**src/rtl/seg7_pkg.sv**
```systemverilog
// seg7_pkg: symbol codes and segment patterns for the 7-segment display path.
// Shared by the calculator's display encoder and the scan decoder.
//   sym_code_t     5-bit symbol code (0-15 hex digits, 16 minus, 17 blank, 31 invalid)
//   SEG_*          active-high gfedcba patterns (bit6 = g ... bit0 = a)
//   seg7_decode()  pattern -> symbol code, SYM_INVALID for anything unknown
package seg7_pkg;

  typedef logic [4:0] sym_code_t;

  localparam sym_code_t SYM_MINUS   = 5'd16;
  localparam sym_code_t SYM_BLANK   = 5'd17;
  localparam sym_code_t SYM_INVALID = 5'd31;

  localparam logic [6:0] SEG_0     = 7'h3F;
  localparam logic [6:0] SEG_1     = 7'h06;
  localparam logic [6:0] SEG_2     = 7'h5B;
  localparam logic [6:0] SEG_3     = 7'h4F;
  localparam logic [6:0] SEG_4     = 7'h66;
  localparam logic [6:0] SEG_5     = 7'h6D;
  localparam logic [6:0] SEG_6     = 7'h7D;
  localparam logic [6:0] SEG_7     = 7'h07;
  localparam logic [6:0] SEG_8     = 7'h7F;
  localparam logic [6:0] SEG_9     = 7'h6F;
  localparam logic [6:0] SEG_A     = 7'h77;
  localparam logic [6:0] SEG_B     = 7'h7C;
  localparam logic [6:0] SEG_C     = 7'h39;
  localparam logic [6:0] SEG_D     = 7'h5E;
  localparam logic [6:0] SEG_E     = 7'h79;
  localparam logic [6:0] SEG_F     = 7'h71;
  localparam logic [6:0] SEG_MINUS = 7'h40;
  localparam logic [6:0] SEG_BLANK = 7'h00;

  function automatic sym_code_t seg7_decode(input logic [6:0] pat);
    sym_code_t code;
    case (pat)
      SEG_0:     code = 5'd0;
      SEG_1:     code = 5'd1;
      SEG_2:     code = 5'd2;
      SEG_3:     code = 5'd3;
      SEG_4:     code = 5'd4;
      SEG_5:     code = 5'd5;
      SEG_6:     code = 5'd6;
      SEG_7:     code = 5'd7;
      SEG_8:     code = 5'd8;
      SEG_9:     code = 5'd9;
      SEG_A:     code = 5'd10;
      SEG_B:     code = 5'd11;
      SEG_C:     code = 5'd12;
      SEG_D:     code = 5'd13;
      SEG_E:     code = 5'd14;
      SEG_F:     code = 5'd15;
      SEG_MINUS: code = SYM_MINUS;
      SEG_BLANK: code = SYM_BLANK;
      default:   code = SYM_INVALID;
    endcase
    return code;
  endfunction

endpackage

```
**src/rtl/seg7_pattern_decode.sv**
```systemverilog
// seg7_pattern_decode: combinational 7-segment pattern to symbol code.
//   pattern  in   7  active-high gfedcba
//   code     out  5  symbol code (SYM_INVALID for unknown patterns)
module seg7_pattern_decode
  import seg7_pkg::*;
(
  input  logic [6:0] pattern,
  output logic [4:0] code
);

  assign code = seg7_decode(pattern);

endmodule

```
**src/rtl/seven_seg_scan_decoder.sv**
```systemverilog
// seven_seg_scan_decoder: watches a multiplexed 7-segment scan, waits for each
// digit to settle, decodes it and publishes complete frames.
//   clk, rst_display   clock, synchronous active-high reset
//   seg_in[7:0]        dp,g,f,e,d,c,b,a (polarity set by ACTIVE_LOW)
//   digit_en_in[N-1:0] one-hot digit enable, digit 0 rightmost
//   frame_codes        symbol code of digit i in [5i+4:5i]
//   frame_dp           decimal point per digit, 1 = lit
//   frame_valid        1-cycle pulse, frame_codes/frame_dp just updated
//   frame_err          1-cycle pulse, frame discarded (missing digit or multi-drive)
// Handshake: frame_valid/frame_err are single-cycle strobes with no back-pressure;
// the published frame holds until the next frame_valid.
module seven_seg_scan_decoder
  import seg7_pkg::*;
#(
  parameter int NUM_DIGITS    = 8,
  parameter bit ACTIVE_LOW    = 1'b1,
  parameter int STABLE_CYCLES = 4
) (
  input  logic                    clk,
  input  logic                    rst_display,
  input  logic [7:0]              seg_in,
  input  logic [NUM_DIGITS-1:0]   digit_en_in,
  output logic [5*NUM_DIGITS-1:0] frame_codes,
  output logic [NUM_DIGITS-1:0]   frame_dp,
  output logic                    frame_valid,
  output logic                    frame_err
);

  localparam int IDX_W = (NUM_DIGITS > 1) ? $clog2(NUM_DIGITS) : 1;
  localparam int SMP_W = NUM_DIGITS + 8;
  localparam logic [7:0] STAB_MAX = 8'(STABLE_CYCLES);
  localparam logic [5*NUM_DIGITS-1:0] BLANK_CODES = {NUM_DIGITS{SYM_BLANK}};

  typedef enum logic {ST_SYNC, ST_ACQUIRE} state_t;

  // Sampling stage: normalised input register, previous sample, run length.
  logic [SMP_W-1:0] sample_d, sample_q, prev_d, prev_q;
  logic [7:0]       stab_cnt_d, stab_cnt_q;
  logic             cap_d, cap_q, same;

  // Frame assembly state.
  state_t                  state_d, state_q;
  logic [NUM_DIGITS-1:0]   seen_d, seen_q;
  logic [IDX_W-1:0]        last_k_d, last_k_q;
  logic [5*NUM_DIGITS-1:0] shadow_codes_d, shadow_codes_q;
  logic [NUM_DIGITS-1:0]   shadow_dp_d, shadow_dp_q;
  logic [5*NUM_DIGITS-1:0] frame_codes_d, frame_codes_q;
  logic [NUM_DIGITS-1:0]   frame_dp_d, frame_dp_q;
  logic                    frame_valid_d, frame_valid_q;
  logic                    frame_err_d, frame_err_q;

  // Captured digit (prev_q holds the sample that completed the stable run).
  logic [NUM_DIGITS-1:0] cap_en;
  logic [7:0]            cap_seg;
  logic [4:0]            cap_code;
  logic [IDX_W-1:0]      cap_k;
  logic                  cap_any, cap_multi, start_frame;

  assign cap_en  = prev_q[SMP_W-1:8];
  assign cap_seg = prev_q[7:0];

  seg7_pattern_decode u_decode (
    .pattern (cap_seg[6:0]),
    .code    (cap_code)
  );

  always_comb begin
    sample_d   = ACTIVE_LOW ? ~{digit_en_in, seg_in} : {digit_en_in, seg_in};
    prev_d     = sample_q;
    same       = (sample_q == prev_q);
    stab_cnt_d = 8'd1;
    if (same) stab_cnt_d = (stab_cnt_q == STAB_MAX) ? STAB_MAX : stab_cnt_q + 8'd1;
    // One capture per stable run: only on the cycle the count first hits the limit.
    cap_d = (stab_cnt_d == STAB_MAX) && !(same && (stab_cnt_q == STAB_MAX));
  end

  always_comb begin
    cap_any   = |cap_en;
    cap_multi = (cap_en & (cap_en - 1'b1)) != '0;
    cap_k     = '0;
    for (int i = 0; i < NUM_DIGITS; i++) begin
      if (cap_en[i]) cap_k = IDX_W'(i);
    end
  end

  always_comb begin
    state_d        = state_q;
    seen_d         = seen_q;
    last_k_d       = last_k_q;
    shadow_codes_d = shadow_codes_q;
    shadow_dp_d    = shadow_dp_q;
    frame_codes_d  = frame_codes_q;
    frame_dp_d     = frame_dp_q;
    frame_valid_d  = 1'b0;
    frame_err_d    = 1'b0;
    start_frame    = 1'b0;

    if (cap_q && cap_any) begin
      if (cap_multi) begin
        // Ghosting while synced throws the frame away; while hunting it is ignored.
        if (state_q == ST_ACQUIRE) begin
          frame_err_d = 1'b1;
          seen_d      = '0;
          state_d     = ST_SYNC;
        end
      end else if (state_q == ST_SYNC) begin
        start_frame = (cap_k == '0);
      end else if (cap_k > last_k_q) begin
        shadow_codes_d[5*int'(cap_k) +: 5] = cap_code;
        shadow_dp_d[cap_k]                 = cap_seg[7];
        seen_d[cap_k]                      = 1'b1;
        last_k_d                           = cap_k;
      end else begin
        // Index went backwards: the scan wrapped, so the previous frame is closed.
        if (&seen_q) begin
          frame_valid_d = 1'b1;
          frame_codes_d = shadow_codes_q;
          frame_dp_d    = shadow_dp_q;
        end else begin
          frame_err_d = 1'b1;
        end
        seen_d = '0;
        if (cap_k == '0) start_frame = 1'b1;
        else             state_d     = ST_SYNC;
      end

      if (start_frame) begin
        shadow_codes_d[4:0] = cap_code;
        shadow_dp_d[0]      = cap_seg[7];
        seen_d              = NUM_DIGITS'(1);
        last_k_d            = '0;
        state_d             = ST_ACQUIRE;
      end
    end
  end

  always_ff @(posedge clk) begin
    if (rst_display) begin
      sample_q       <= '0;
      prev_q         <= '0;
      stab_cnt_q     <= '0;
      cap_q          <= 1'b0;
      state_q        <= ST_SYNC;
      seen_q         <= '0;
      last_k_q       <= '0;
      shadow_codes_q <= '0;
      shadow_dp_q    <= '0;
      frame_codes_q  <= BLANK_CODES;
      frame_dp_q     <= '0;
      frame_valid_q  <= 1'b0;
      frame_err_q    <= 1'b0;
    end else begin
      sample_q       <= sample_d;
      prev_q         <= prev_d;
      stab_cnt_q     <= stab_cnt_d;
      cap_q          <= cap_d;
      state_q        <= state_d;
      seen_q         <= seen_d;
      last_k_q       <= last_k_d;
      shadow_codes_q <= shadow_codes_d;
      shadow_dp_q    <= shadow_dp_d;
      frame_codes_q  <= frame_codes_d;
      frame_dp_q     <= frame_dp_d;
      frame_valid_q  <= frame_valid_d;
      frame_err_q    <= frame_err_d;
    end
  end

  assign frame_codes = frame_codes_q;
  assign frame_dp    = frame_dp_q;
  assign frame_valid = frame_valid_q;
  assign frame_err   = frame_err_q;

endmodule
```
**config.mk**
```make
export PLATFORM = sky130hd
export DESIGN_NAME = seven_seg_scan_decoder
export DESIGN_NICKNAME = d
export VERILOG_FILES = /design/src/rtl/seg7_pkg.sv /design/src/rtl/seg7_pattern_decode.sv /design/src/rtl/seven_seg_scan_decoder.sv
export SDC_FILE = /design/constraint.sdc
export NUM_CORES = 1
export LEC_CHECK = 0
export ABC_AREA = 1
export CORE_ASPECT_RATIO = 0.7
export CORE_MARGIN = 5
export CORE_UTILIZATION = 61
export DETAILED_ROUTE_END_ITERATION = 8
export PLACE_DENSITY = 0.86
export SETUP_SLACK_MARGIN = 0.05
export SYNTH_ARGS = -nofsm -noshare
export SYNTH_HDL_FRONTEND = slang
export SYNTH_SLANG_ARGS = --single-unit
```
**constraint.sdc**
```tcl
create_clock -name clk -period 3.9 [get_ports clk]
set_input_delay 1.17 -clock clk [delete_from_list [all_inputs] [get_ports clk]]
set_output_delay 1.17 -clock clk [all_outputs]
set_load 0.05 [all_outputs]
```
==> results_dict.tcl <==
set metrics [dict create \
    status "completed" \
    wl_um 14900 \
    criticalPathCategory "reg2reg" \
    gp_congestion 0.900 \
    insertion_delay_ns 0.42 \
    cap_violations 0 \
    syn2layout_area_growth_pct 20.2 \
    fmax_mhz 341 \
    final_common_cell "nor2_1" \
    grt_pass1_wl_um 24700 \
    finalHoldViolCount 0 \
    overflow 0 \
    rows 31 \
    portBuffers 67 \
    synth_seq_cells 151 \
    stdcell_count 1099 \
    critPathTopFamily "simple AND/OR/NAND/NOR gates" \
    vdd_drop_max_uv 319 \
    syn_nets 919 \
    drive_gt1_frac 0.0765 \
    wl_per_cell_um 13.5 \
    cp_data_arrival_time_ns 3.28 \
    grt_pass1_vias 5187 \
    clock-sinks 151 \
    rsz0062_at_grt "false" \
    ff2ff_setup_slack_ns 0.97 \
    vias 5798 \
    cp_common_cell "nand2_2" \
    ant_nets 0 \
    crit_required_ns 4.25 \
    dr.pass1.iters 7 \
    start_util 0.624 \
    power_mw 3.49 \
    drcViolationCount 0 \
    cp_max_fo 54 \
    grtUsageTotal 0.239 \
    post_cts_buffers 0 \
    cts_tree "done" \
    crit_buf_inv 1 \
    cts-root-buf "clkbuf_16" \
    slew_violations 0 \
    final.min_clock_period_ns 2.93 \
    yosys_warnings 0 \
    fillers 769 \
    die-area_mm2 0.0127 \
    postCtsHoldBufs 0 \
    placed_area_mm2 0.00714 \
    synth_ff_type "dfxtp_1" \
    setup_violations 0 \
    grt_start_max_net_pins 56 \
    fin_area_mm2 0.00774 \
    die_y_um 96.0 \
    layout.area.seq_mm2 0.00302 \
    dp_hpwl_um 10000 \
    cts-resized-gates 0 \
    p_leak_nw 3.52 \
    cts_made_buffers 17 \
    clk_path_buf_depth 2 \
    multi_input_area_mm2 0.00282 \
    fin_skew_ns 0.0101 \
    syn_inst 895 \
    cts_htree_levels 4 \
    slowest_stage "dfxtp_1" \
    max_stage_delay_ns 0.49 \
    ios 68 \
    placedCellCount 1068 \
    synth-edff-count 0 \
    relSlewSlack 0.607 \
    nets 979 \
    die_w_um 133 \
    period_share 0.752 \
    fin_setup_tns_ns 0 \
    cp_cell_sequence "nor2_1, o21ai_1, nand2_1, ha_1, nand4_1, nand2_2, nand2_2, inv_4, o21ai_0, a21oi_1" \
    seq_area_frac_synth 0.469 \
    ys_types 39 \
    layout_common_cells "179 x nor2_1, 177 x nand2_1, 151 x dfxtp_1" \
    core_region_area_mm2 0.0103 \
    power_density_mw_per_mm2 451 \
    syn_area_mm2 0.00644 \
    drt-initial-drc-count 657 \
    worst_slew_pin_slew_ns 0.587 \
    async_flop_share 0 \
    diodes 0 \
    vias_per_cell 5.28 \
    end_kind "flop" \
    postSynthAreaPerCell_um2 7.19 \
    min_path_type "reg2reg" \
    antenna_found_initial 0 \
    start_kind "flop" \
    clkTransAtPathRegs_ns 0.06 \
]
-- per-stage QoR --
stage | util | hold slack [ns] | worst slack, ns
floorplan | - | 0.415 | 1.38
global placement | 0.692 | 0.418 | 1.22
detailed placement | 0.692 | 0.423 | 1.03
CTS | 0.750 | 0.432 | 1.01
global route | 0.750 | 0.451 | 0.687
finish | 0.750 | 0.429 | 0.965
-- logic make-up (layout without fill, tap and decap cells) --
group           Yosys count  after routing  share of synthesized area
simple gates            464            464                      0.313
flops                   151            151                      0.469
buf+inv                 145            217                     0.0929
compound gates          118            118                     0.0977
xor+xnor                 11             11                     0.0150
fa+ha+maj                 6              6                     0.0117
-- worst register-to-register path: stages (launching register included) --
cell	delay (ns)
dfxtp_1	0.49
nor2_1	0.11
o21ai_1	0.13
nand2_1	0.32
ha_1	0.40
nand4_1	0.19
nand2_2	0.17
nand2_2	0.26
inv_4	0.46
o21ai_0	0.19
a21oi_1	0.16
-- Yosys cell counts (all sizes together), types with 2 or more instances --
master / instances / area [um^2]
nand2: 190 / 751
dfxtp: 151 / 3020
xor2: 6 / 52.6
nand4: 17 / 106
buf: 19 / 123
inv: 114 / 430
nor2: 187 / 742
a21oi: 48 / 240
o211ai: 10 / 75.1
a31oi: 3 / 18.8
xnor2: 5 / 43.8
nand3b: 2 / 15.0
nand3: 49 / 300
ha: 6 / 75.1
clkbuf: 11 / 41.3
nor3: 13 / 65.1
o21ai: 53 / 265
or2: 3 / 18.8
-- where the power goes --
group	switching, mW	internal (mW)	total, mW	leakage [nW]
Sequential	0.0157	1.56	1.57	1.22
Combinational	0.173	0.0710	0.244	2.00
Clock	0.635	1.04	1.67	0.296
-- routing by layer --
layer,share of wire,track usage
met5,0,0
met4,0.013,0.0649
met3,0.069,0.0658
met2,0.44,0.378
met1,0.48,0.325
-- flip-flops by register name, summed over array words and instances, names as in the netlist --
signal          count
frame_dp            8
seen_q              8
state_q             1
shadow_codes_q     40
frame_err           1
prev_q             16
shadow_dp_q         8
frame_codes        40
prev_d             16
frame_valid         1
cap_q               1
stab_cnt_q          8
last_k_q            3
-- area by class of cell --
cell class / instances / share of cell area
clock buffers: 20 / 0.0590
well taps: 132 / 0.0213
clock inverters: 11 / 0.0191
repair buffers: 71 / 0.0899
inverters: 115 / 0.0561
flip-flops and latches: 151 / 0.391
multi-input cells: 599 / 0.364
-- final timing paths --
kind	depth (start not counted)	to	startpoint
worst max-delay path	10	frame_codes[12]$_SDFFE_PP0P_	prev_q[15]$_SDFF_PP0_
worst min-delay path	2	prev_q[1]$_SDFF_PP0_	prev_d[1]$_SDFF_PP0_
worst max register to register	10	frame_codes[12]$_SDFFE_PP0P_	prev_q[15]$_SDFF_PP0_
worst min register to register	2	prev_q[1]$_SDFF_PP0_	prev_d[1]$_SDFF_PP0_
Note: power is estimated with default switching activity, not from simulation.
